--- src/rtl/div_unit.sv ---
// Sequential signed 32-bit divider (restoring, one quotient bit per cycle): LO = quotient, HI = remainder.
// Latency: DivDone registered 33 edges after the start edge; divide-by-zero pulse registered on the start edge.
// Backpressure: DivCtrl is ignored while DivBusy is high; the caller waits for DivDone/DivZero.
//
// Ports: clock/reset (synchronous, active-low); DivCtrl start, A dividend, B divisor;
//        HI/LO result registers; DivDone/DivZero one-cycle pulses; DivBusy high outside IDLE.
// Optional: define DIV_EARLY_OUT_EN to skip the iteration phase when |A| < |B|.
module div_unit #(
    parameter int WIDTH = 32,
    parameter int CNT_W = 6
) (
    input  logic             clock,
    input  logic             reset,
    input  logic             DivCtrl,
    input  logic [WIDTH-1:0] A,
    input  logic [WIDTH-1:0] B,
    output logic [WIDTH-1:0] HI,
    output logic [WIDTH-1:0] LO,
    output logic             DivDone,
    output logic             DivZero,
    output logic             DivBusy
);

    typedef enum logic [1:0] {IDLE, CALC, FIX, DONE} state_t;

    state_t             r_state, w_state_nxt;
    logic [WIDTH-1:0]   r_rem, w_rem_nxt;
    logic [WIDTH-1:0]   r_dvd, w_dvd_nxt;
    logic [WIDTH-1:0]   r_dvs, w_dvs_nxt;
    logic [WIDTH-1:0]   r_quot, w_quot_nxt;
    logic [WIDTH-1:0]   r_hi, w_hi_nxt;
    logic [WIDTH-1:0]   r_lo, w_lo_nxt;
    logic [CNT_W-1:0]   r_cnt, w_cnt_nxt;
    logic               r_sign_q, w_sign_q_nxt;
    logic               r_sign_r, w_sign_r_nxt;
    logic               r_done, w_done_nxt;
    logic               r_zero, w_zero_nxt;

    logic [WIDTH-1:0]   w_abs_a;
    logic [WIDTH-1:0]   w_abs_b;
    logic [WIDTH-1:0]   w_rem_sh;
    logic               w_ge;
    logic               w_early;

    // Magnitudes: -0x80000000 wraps back to 0x80000000, which is the correct
    // unsigned magnitude, so the overflow case needs no special handling.
    assign w_abs_a  = A[WIDTH-1] ? (~A + WIDTH'(1)) : A;
    assign w_abs_b  = B[WIDTH-1] ? (~B + WIDTH'(1)) : B;

    // The partial remainder is always below the divisor (at most 2^31), so the
    // shifted value still fits in WIDTH bits.
    assign w_rem_sh = {r_rem[WIDTH-2:0], r_dvd[WIDTH-1]};
    assign w_ge     = (w_rem_sh >= r_dvs);

`ifdef DIV_EARLY_OUT_EN
    assign w_early  = (w_abs_a < w_abs_b);
`else
    assign w_early  = 1'b0;
`endif

    always_comb begin
        w_state_nxt  = r_state;
        w_rem_nxt    = r_rem;
        w_dvd_nxt    = r_dvd;
        w_dvs_nxt    = r_dvs;
        w_quot_nxt   = r_quot;
        w_hi_nxt     = r_hi;
        w_lo_nxt     = r_lo;
        w_cnt_nxt    = r_cnt;
        w_sign_q_nxt = r_sign_q;
        w_sign_r_nxt = r_sign_r;
        w_done_nxt   = 1'b0;
        w_zero_nxt   = 1'b0;

        unique case (r_state)
            IDLE: begin
                if (DivCtrl) begin
                    if (B == '0) begin
                        // HI/LO deliberately untouched on divide-by-zero.
                        w_done_nxt  = 1'b1;
                        w_zero_nxt  = 1'b1;
                        w_state_nxt = DONE;
                    end else begin
                        w_sign_q_nxt = A[WIDTH-1] ^ B[WIDTH-1];
                        w_sign_r_nxt = A[WIDTH-1];
                        w_dvs_nxt    = w_abs_b;
                        w_dvd_nxt    = w_abs_a;
                        w_quot_nxt   = '0;
                        w_cnt_nxt    = CNT_W'(WIDTH - 1);
                        if (w_early) begin
                            w_rem_nxt   = w_abs_a;
                            w_state_nxt = FIX;
                        end else begin
                            w_rem_nxt   = '0;
                            w_state_nxt = CALC;
                        end
                    end
                end
            end
            CALC: begin
                w_rem_nxt  = w_ge ? (w_rem_sh - r_dvs) : w_rem_sh;
                w_dvd_nxt  = {r_dvd[WIDTH-2:0], 1'b0};
                w_quot_nxt = {r_quot[WIDTH-2:0], w_ge};
                w_cnt_nxt  = r_cnt - CNT_W'(1);
                if (r_cnt == '0) begin
                    w_state_nxt = FIX;
                end
            end
            FIX: begin
                w_lo_nxt    = r_sign_q ? (~r_quot + WIDTH'(1)) : r_quot;
                w_hi_nxt    = r_sign_r ? (~r_rem + WIDTH'(1)) : r_rem;
                w_done_nxt  = 1'b1;
                w_state_nxt = DONE;
            end
            DONE: begin
                w_state_nxt = IDLE;
            end
            default: begin
                w_state_nxt = IDLE;
            end
        endcase
    end

    always_ff @(posedge clock) begin
        if (!reset) begin
            r_state <= IDLE;
        end else begin
            r_state <= w_state_nxt;
        end
    end

    always_ff @(posedge clock) begin
        if (!reset) begin
            r_rem    <= '0;
            r_dvd    <= '0;
            r_dvs    <= '0;
            r_quot   <= '0;
            r_hi     <= '0;
            r_lo     <= '0;
            r_cnt    <= '0;
            r_sign_q <= 1'b0;
            r_sign_r <= 1'b0;
            r_done   <= 1'b0;
            r_zero   <= 1'b0;
        end else begin
            r_rem    <= w_rem_nxt;
            r_dvd    <= w_dvd_nxt;
            r_dvs    <= w_dvs_nxt;
            r_quot   <= w_quot_nxt;
            r_hi     <= w_hi_nxt;
            r_lo     <= w_lo_nxt;
            r_cnt    <= w_cnt_nxt;
            r_sign_q <= w_sign_q_nxt;
            r_sign_r <= w_sign_r_nxt;
            r_done   <= w_done_nxt;
            r_zero   <= w_zero_nxt;
        end
    end

    assign HI      = r_hi;
    assign LO      = r_lo;
    assign DivDone = r_done;
    assign DivZero = r_zero;
    assign DivBusy = (r_state != IDLE);

endmodule

--- config.mk ---
export PLATFORM = sky130hd
export DESIGN_NAME = div_unit
export DESIGN_NICKNAME = d
export VERILOG_FILES = /design/src/rtl/div_unit.sv
export SDC_FILE = /design/constraint.sdc
export NUM_CORES = 1
export LEC_CHECK = 0
export CELL_PAD_IN_SITES_DETAIL_PLACEMENT = 0
export CELL_PAD_IN_SITES_GLOBAL_PLACEMENT = 1
export CORE_ASPECT_RATIO = 1.25
export CORE_MARGIN = 3
export CORE_UTILIZATION = 43
export CTS_CLUSTER_SIZE = 24
export DETAILED_ROUTE_END_ITERATION = 16
export PLACE_DENSITY_LB_ADDON = 0.1
export SLEW_MARGIN = 10
export SYNTH_ARGS = -nofsm -noshare
export SYNTH_HDL_FRONTEND = slang
export SYNTH_SLANG_ARGS = --single-unit
--- constraint.sdc ---
create_clock -name clock -period 3.35 [get_ports clock]
set_input_delay 0.5025 -clock clock [delete_from_list [all_inputs] [get_ports clock]]
set_output_delay 0.5025 -clock clock [all_outputs]
set_load 0.05 [all_outputs]
Word-level counts from Yosys, hierarchy flattened:

Cells that the tools add are included.

* flip-flop bits (word level): 204
* latch bits: 0
* memory bits (writable): 0
* ROM bits: 0
* input port bits: 67
* output and inout bits: 67
* logic and storage cells: 62
* memories: 0

* $add $sub $neg: 6
* $mul: 0
* divide/modulo/power cells: 0
* $lt $le $gt $ge: 1
* equal/unequal tests: 6
* shift-type cells: 0
* mux-type cells: 22
* bitwise logic cells: 6
* reduce and logical (&&, ||, !) cells: 9

Operators by type and width (count)
* $mux 32: 9
* $pmux 32 s2: 3
* $add 32x1->32 const B: 4
* $not 32->32: 4
* $ge 32x32->1: 1
* $logic_not 32->1: 1
* $sub 32x32->32: 1
* $mux 6: 2
* $pmux 6 s2: 1
* $pmux 2 s4: 1
* $logic_not 6->1: 1
* $mux 2: 3
* $ne 2x2->1 const B: 3
* $reduce_and 3->1: 2
* $sub 6x1->6 const B: 1
* $eq 2x2->1 const B: 2
* $reduce_and 2->1: 2
* $reduce_bool 2->1: 2
* $eq 2x1->1 const B: 1
* $logic_not 2->1: 1
* $mux 1: 2
* $pmux 1 s2: 1
* $not 1->1: 1
* $xor 1x1->1: 1

Longest topological paths before layout:

Gate-level depths: netlist (run 1).

* depth in word-level cells: 6
* depth in mapped cells: 13
* depth with buffers taken out: 11

Worst setup path before layout (run 1):

Ideal clock, no wire load.

* path kind: input-to-reg
* start: in A[1]
* end: reg r_dvd[24]
* library setup time: 0.103 ns
* arrival time: 2.961 ns
* required time: 3.247 ns
* slack: 0.285 ns
* stages on the path: 9
* cells stage by stage: inv_1 -> ha_1 -> or4b_2 -> or4_1 -> nand2b_1 -> nand2b_1 -> o41ai_1 -> xor2_1 -> a2111oi_2

* cells in the longest elaborated chain, start to end: 6

RTL lines
* start, declared: RTL line 15 `input logic [WIDTH-1:0] A,`
* $not 32->32: RTL line 47 `assign w_abs_a = A[WIDTH-1] ? (~A + WIDTH'(1)) : A;`
* $add 32x1->32: RTL line 47
* $mux 32: RTL line 47
* $mux 32: RTL line 78 `if (B == '0) begin`
* $mux 32: RTL line 77 `if (DivCtrl) begin`
* $pmux 32 s2: RTL line 75 `unique case (r_state)`
* end signal, assigned: RTL line 147 `r_dvd <= w_dvd_nxt;`
* end, declared: RTL line 28 `logic [WIDTH-1:0] r_dvd, w_dvd_nxt;`

No other way between the ends. The select of a mux whose other input is x is not followed.
A chain may end at the register's enable or synchronous reset.

Final worst setup path (run 1):

Ends and elaborated chain as after synthesis.

==> qor.yml, run 1 <==
ys_seq_area_share_pct: 34.5
fin_area_um2: 14800
core_area_um2: 27000
track_usage_pct: 21.2
die_area_um2: 29600
holdPathEnd: "r_dvd[4]"
fin_crit_ns: 3.13
hp-start: "r_dvd[4]"
worstSetupPathType: "in -> reg"
post_drt_wl_per_cell_um: 16.5
finalNonFillerCells: 1956
yosys.area.top_type: "dfxtp_1"
gp_congestion: 0.868
path_clk_slew_ns: 0.06
antenna_left: 0
multi_input_comb_area_um2: 7160
cts_made_buffers: 23
area_growth_pct: 25.2
overflow: 0
crit_fanout: 3
arrival_ns: 3.52
die_h_um: 191
cts_num_sinks: 204
place_inst: 1916
drv_cap: 0
setup_viol: 0
rr_worst_depth: 11
clock_skew_ns: 0.00931
fin_nets: 1705
start_kind: "primary input"
critPathTopFamily: "simple AND/OR/NAND/NOR gates"
crit_required_ns: 3.75
r2r-end: "r_rem[20]"
grt_pass1_wl_mm: 52.4
firstDrtPassIters: 4
clkLatencyLatePin_ns: 0.50
cts_max_path_buffers: 3
cts_root_buffer: "clkbuf_16"
port-buffer-count: 133
synth_warnings: 0
die_w_um: 154
fmax_mhz: 320
grt_max_degree: 94
wl_mm: 32.3
synthCells: 1444
avgSynthCellArea_um2: 8.20
cts_tree: "built"
synthFlopType: "dfxtp_1"
synth_edf_count: 0
synth_nets: 1553
layout-drive-gt1-share_pct: 9.93
slew_headroom_pct: 41.4
crit_chain: "clkdlybuf4s50_1 > inv_1 > ha_1 > or4b_2 > or4_1 > nand2b_1 > nand2b_1 > o41ai_1 > xor2_1 > a2111oi_2"
h-tree-depth: 1
hp-class: "reg -> reg"
reg2reg_slack_ns: 0.41
slowest_delay_ns: 0.64
status: "finished, final reports clean"
pwr_density_cell_nw_per_um2: 712
async_flop_share_pct: 0
hold_viol: 0
slew_violations: 0
timing.hold.ws_ns: 0.449
grt_pass1_vias: 10300
vias_per_cell: 5.48
ys_ff_latch: 204
num_rows: 67
io_pins: 134
cp_common_cell: "nand2b_1"
drcViolationCount: 0
period_share_pct: 93.3
synth_area_leaders: "dfxtp_1 (35%), xor2_1 (8.2%), nor2_1 (5.3%), a211oi_1 (5.1%), o21ai_0 (4.8%)"
antenna_cells: 0
dp_hpwl_mm: 24.3
p_leak_uw: 0.00594
synth_top_area_share_pct: 34.5
drt_iter0_markers: 462
syn-cell-area_um2: 11800
critPathSlowestCell: "or4b_2"
tightest_slew_ns: 0.878
crit_buf_inv: 2
rsz0062_at_grt: "false"
startpoint: "A[1]"
timing.rr.start: "r_dvd[31]"
dr_total_vias: 10700
cp-end-kind: "flop"
ff_latch_area_um2: 4080
fill_cells: 2628
post_cts_buffers: 0
initial_core_util_pct: 43.8
placed_area_um2: 14000
ir_worst_vdd_uv: 307
synth.distinct_cells: 68
total_power_uw: 10600
hold_path_depth: 2
antenna_found_initial: 0
[cells in the final DEF (no fill, tap or decap), types with 18 or more instances in the layout]
cell,Yosys,layout
nand3_1,19,19
o31ai_1,32,32
inv_1,62,61
buf_4,4,79
mux2i_1,36,36
clkbuf_16,0,23
a21oi_1,61,59
nor2_1,166,166
nand2_1,114,114
o21ai_0,114,114
a22oi_1,34,34
xor2_1,111,111
ha_1,41,40
a211oi_1,81,81
xnor2_1,40,40
dfxtp_1,204,204
o41ai_1,18,18
clkdlybuf4s50_1,0,133
[metal layers]
metal	wire length [um]	part of all wire (%)	up-vias	global-route usage [%]
met4	1080	3.3	0	7.24
met3	1060	3.3	48	2.26
met1	13600	42	4990	25.6
met5	0	0	-	0
met2	16500	51	186	39.1
li1	-	-	5501	-
[layout make-up]
type	count	area share, %
Inverter	62	1.59
Clock buffer	32	4.38
Multi-Input combinational cell	1082	48.3
Tap cell	345	2.91
Clock inverter	8	0.819
Sequential cell	204	27.6
Timing Repair Buffer	223	14.5
[tightest hold or removal path: cells and delay by family, from the launching register on]
family,cells,cell delay (ns)
AO/OA/AOI/OAI,1,0.05
flip-flops,1,0.30
AND/OR/NAND/NOR,1,0.05
[synth_stat cells, drive strengths merged, types with 36 or more instances]
cell	count
a211oi	81
nand2	114
a21oi	62
clkbuf	71
ha	41
xor2	111
mux2i	36
inv	62
nor2	168
dfxtp	204
xnor2	40
o21ai	118
[metrics by stage]
stage	setup TNS, ns	utilization, %	setup slack, ns
CTS	0	54.9	0.242
finish	0	54.9	0.223
floorplan	0	-	0.285
global placement	-0.547	52.0	-0.201
global route	0	54.9	0.00102
detailed placement	-0.861	52.0	-0.269
[logic make-up (layout without fill, tap and decap cells)]
kind of cell	Yosys count	count (layout)	synth area share [%]
AO/OA/AOI/OAI	439	439	25.3
AND/OR/NAND/NOR	413	413	16.1
flip-flops	204	204	34.5
buffers and inverters	158	325	5.37
XOR/XNOR	151	151	11.2
adder cells (fa/ha/maj)	42	42	4.50
multiplexers	37	37	3.14
[registers in the layout, indices dropped and copies added, names as in the netlist]
register  cells
r_quot       32
DivDone       1
r_sign_q      1
LO           32
r_rem        32
r_state       2
r_cnt         6
r_dvd        32
r_sign_r      1
r_dvs        32
HI           32
DivZero       1
[what timing repair did]
action | in CTS | in global routing
endpoints found under the setup margin | 0 | 1
hold buffers | 0 | 0
resized for setup | 0 | 1
[worst max path at each step]
stage	end	slack (ns)	cells past startpoint
floorplan	r_dvd[24]	0.29	9
global placement	r_dvd[24]	-0.20	10
detailed placement	r_dvd[24]	-0.27	10
CTS	r_dvd[24]	0.24	10
global route	r_dvd[24]	0.001	10
finish	r_dvd[24]	0.22	10
[power by group]
group / internal, uW / switching [uW]
combinational: 1800 / 2940
clock: 1580 / 994
sequential: 2930 / 314
Note: power is estimated with default switching activity, not from simulation.
==> run 2: changes to the inputs <==
Settings changed: CORE_UTILIZATION 43 to 44, CTS_BUF_LIST from default to sky130_fd_sc_hd__clkbuf_2.
==> run 2 against run 1 <==
  * Power fell by 6.5%
  * First-iteration DRC count rose by 16%
  * Maximum frequency fell by 0.85%
  * Wire length rose by 2.2%
  * Die area fell by 2.2%
  * Count of clock-buffer cells in the layout rose by 43
  * Hold slack got worse by 0.096 ns
  * Sequential share of layout area rose by 0.43 points
  * Critical endpoint is now DivBusy
  * Non-clock buffer count fell by 3
  * Cell area fell by 1.6%
  * Largest power group unchanged
  * Critical path depth fell by 6
==> qor.yml, run 2 (synthesis results as in run 1) <==
status: "finished, final reports clean"
slew_headroom_pct: 39.2  # -2.2 points
startpoint: "r_state[0]"
io_pins: 134  # unchanged
p_sw_uw: 4380  # +3.0%
antenna_found_initial: 2  # +2
dp_slack_ns: -0.214  # +0.0552 ns
tightest_slew_ns: 0.909  # +0.0307 ns
fill_cells: 2566  # -2.4%
rsz0062_at_grt: "false"
overflow: 0  # unchanged
arrival_ns: 2.65  # -0.87 ns
layout_common_cells: "dfxtp_1 (204), nor2_1 (166), clkdlybuf4s50_1 (133)"
period_share_pct: 94.1  # +0.80 points
dr_total_vias: 11000  # +2.3%
cts_tree: "built"
grt_use_met2_pct: 40.7  # +1.6 points
p_leak_uw: 0.00596  # +0.23%
vias_per_cell: 5.45  # -0.52%
p_seq_share_pct: 32.6  # +1.8 points
die_area_um2: 28900  # -2.2%
antenna_left: 0  # unchanged
ir_worst_vdd_uv: 318  # +3.6%
clkLatencyLatePin_ns: 0.85  # +0.35 ns
initial_core_util_pct: 45.1  # +1.2 points
num_rows: 66  # -1.5%
cts_num_sinks: 204  # unchanged
swShare_pct: 44.3  # +4.1 points
hp-class: "in -> reg"
crit_required_ns: 2.85  # -0.90 ns
timing.rr.start: "r_rem[16]"
crit_fanout: 8  # +5
drv_cap: 0  # unchanged
h-tree-depth: 2  # +1
clock_skew_ns: 0.0680  # +0.0587 ns
fmax_mhz: 317  # -0.85%
grtUsageMet3_pct: 3.38  # +1.1 points
cell_internal_pwr_uw: 5500  # -13%
gp_congestion: 0.901  # +3.8%
crit_end: "DivBusy"
combPwrFrac_pct: 48.5  # +3.6 points
drcViolationCount: 0  # unchanged
post_drt_wl_per_cell_um: 16.4  # -0.61%
grt_pass1_vias: 10900  # +5.9%
firstDrtPassIters: 7  # +3
die_h_um: 189  # -1.1%
drt_iter0_markers: 537  # +16%
hold_viol: 0  # unchanged
die_w_um: 153  # -1.1%
layout_commonest_cell: "dfxtp_1"
wl_mm: 33.0  # +2.2%
fin_crit_ns: 3.15  # +0.0269 ns
dp_hpwl_mm: 24.2  # -0.44%
top_usage_layer: "met2"
slew_violations: 0  # unchanged
pwr_density_cell_nw_per_um2: 677  # -5.0%
grt_max_degree: 101  # +7.4%
rr_worst_depth: 10  # -1
area_growth_pct: 23.3
port-buffer-count: 133  # unchanged
cts_max_path_buffers: 3  # unchanged
grt_use_met1_pct: 25.2  # -0.42 points
fin_nets: 1734  # +1.7%
pwr-share-clk_pct: 18.8  # -5.6 points
track_usage_pct: 22.0  # +0.76 points
setup_viol: 0  # unchanged
core_area_um2: 26300  # -2.7%
path_clk_slew_ns: 0.10  # +0.04 ns
r2r-end: "r_rem[29]"
grt_pass1_wl_mm: 53.4  # +2.0%
start_kind: "flop"
layout-drive-gt1-share_pct: 12.3  # +2.3 points
cts_root_buffer: "clkbuf_2"
setup_slack_ns: 0.196  # -0.0269 ns
finalNonFillerCells: 2012  # +2.9%
worstSetupPathType: "reg -> out"
place_inst: 1908  # -0.42%
cp-end-kind: "primary output"
cts_made_buffers: 55  # +140%
reg2reg_slack_ns: 0.24  # -0.17 ns
run 2: per-layer routing:
layer | up-vias | routed length, um
met5 | - | 12
met3 | 71 | 1130
met2 | 195 | 16700
met4 | 2 | 1220
li1 | 5601 | -
met1 | 5106 | 13900
run 2: per-stage QoR:
step | hold WS [ns] | TNS [ns] | util, % | cell area, um^2 | total power, uW
floorplan | 0.424 | 0 | - | 11800 | 6550
global route | 0.304 | 0 | 55.6 | 14600 | 10600
finish | 0.354 | 0 | 55.6 | 14600 | 9870
detailed placement | 0.437 | -0.784 | 53.5 | 14000 | 8080
CTS | 0.264 | 0 | 55.5 | 14600 | 9990
global placement | 0.436 | -0.506 | 53.5 | 14000 | 8030
run 2: timing repair:
action                                  CTS  global route
endpoints found under the setup margin    0             8
setup buffers                             0             0
hold endpoints to repair                  0             0
hold buffers                              0             0
resized for setup                         0             1
run 2: power groups by stage:
| stage | clock [uW] | sequential, uW | combinational, uW |
|---|---|---|---|
| finish | 1860 | 3220 | 4790 |
| floorplan | 0 | 3910 | 2640 |
| detailed placement | 0 | 3280 | 4810 |
| global placement | 0 | 3270 | 4760 |
| global route | 2060 | 3280 | 5220 |
| CTS | 1940 | 3220 | 4820 |
run 2: worst min-delay path by stage:
| stage | start | endpoint | slack (ns) | cells after the start |
|---|---|---|---|---|
| after floorplan | r_dvd[25] | r_dvd[26] | 0.42 | 2 |
| after global placement | r_dvd[4] | r_dvd[4] | 0.44 | 2 |
| after detailed placement | r_dvd[13] | r_dvd[14] | 0.44 | 2 |
| after CTS | reset | DivDone | 0.26 | 2 |
| after global routing | reset | DivDone | 0.30 | 2 |
| final | reset | DivDone | 0.35 | 2 |
run 2: layout make-up:
class	count	area [um^2]	area share, %
timing repair buffer	220	2150	14.7
multi-input combinational	1082	7160	49.0
clock buffer	75	375	2.57
clock inverter	27	164	1.12
sequential	204	4080	28.0
antenna	2	5.00	0.0343
inverter	62	235	1.61
tap	340	425	2.92
run 2: worst max-delay path, stage by stage, from the launching register on:
cell             delay [ns]
dfxtp_1                0.37
inv_1                  0.10
ha_1                   0.33
inv_1                  0.22
clkdlybuf4s50_1        0.84
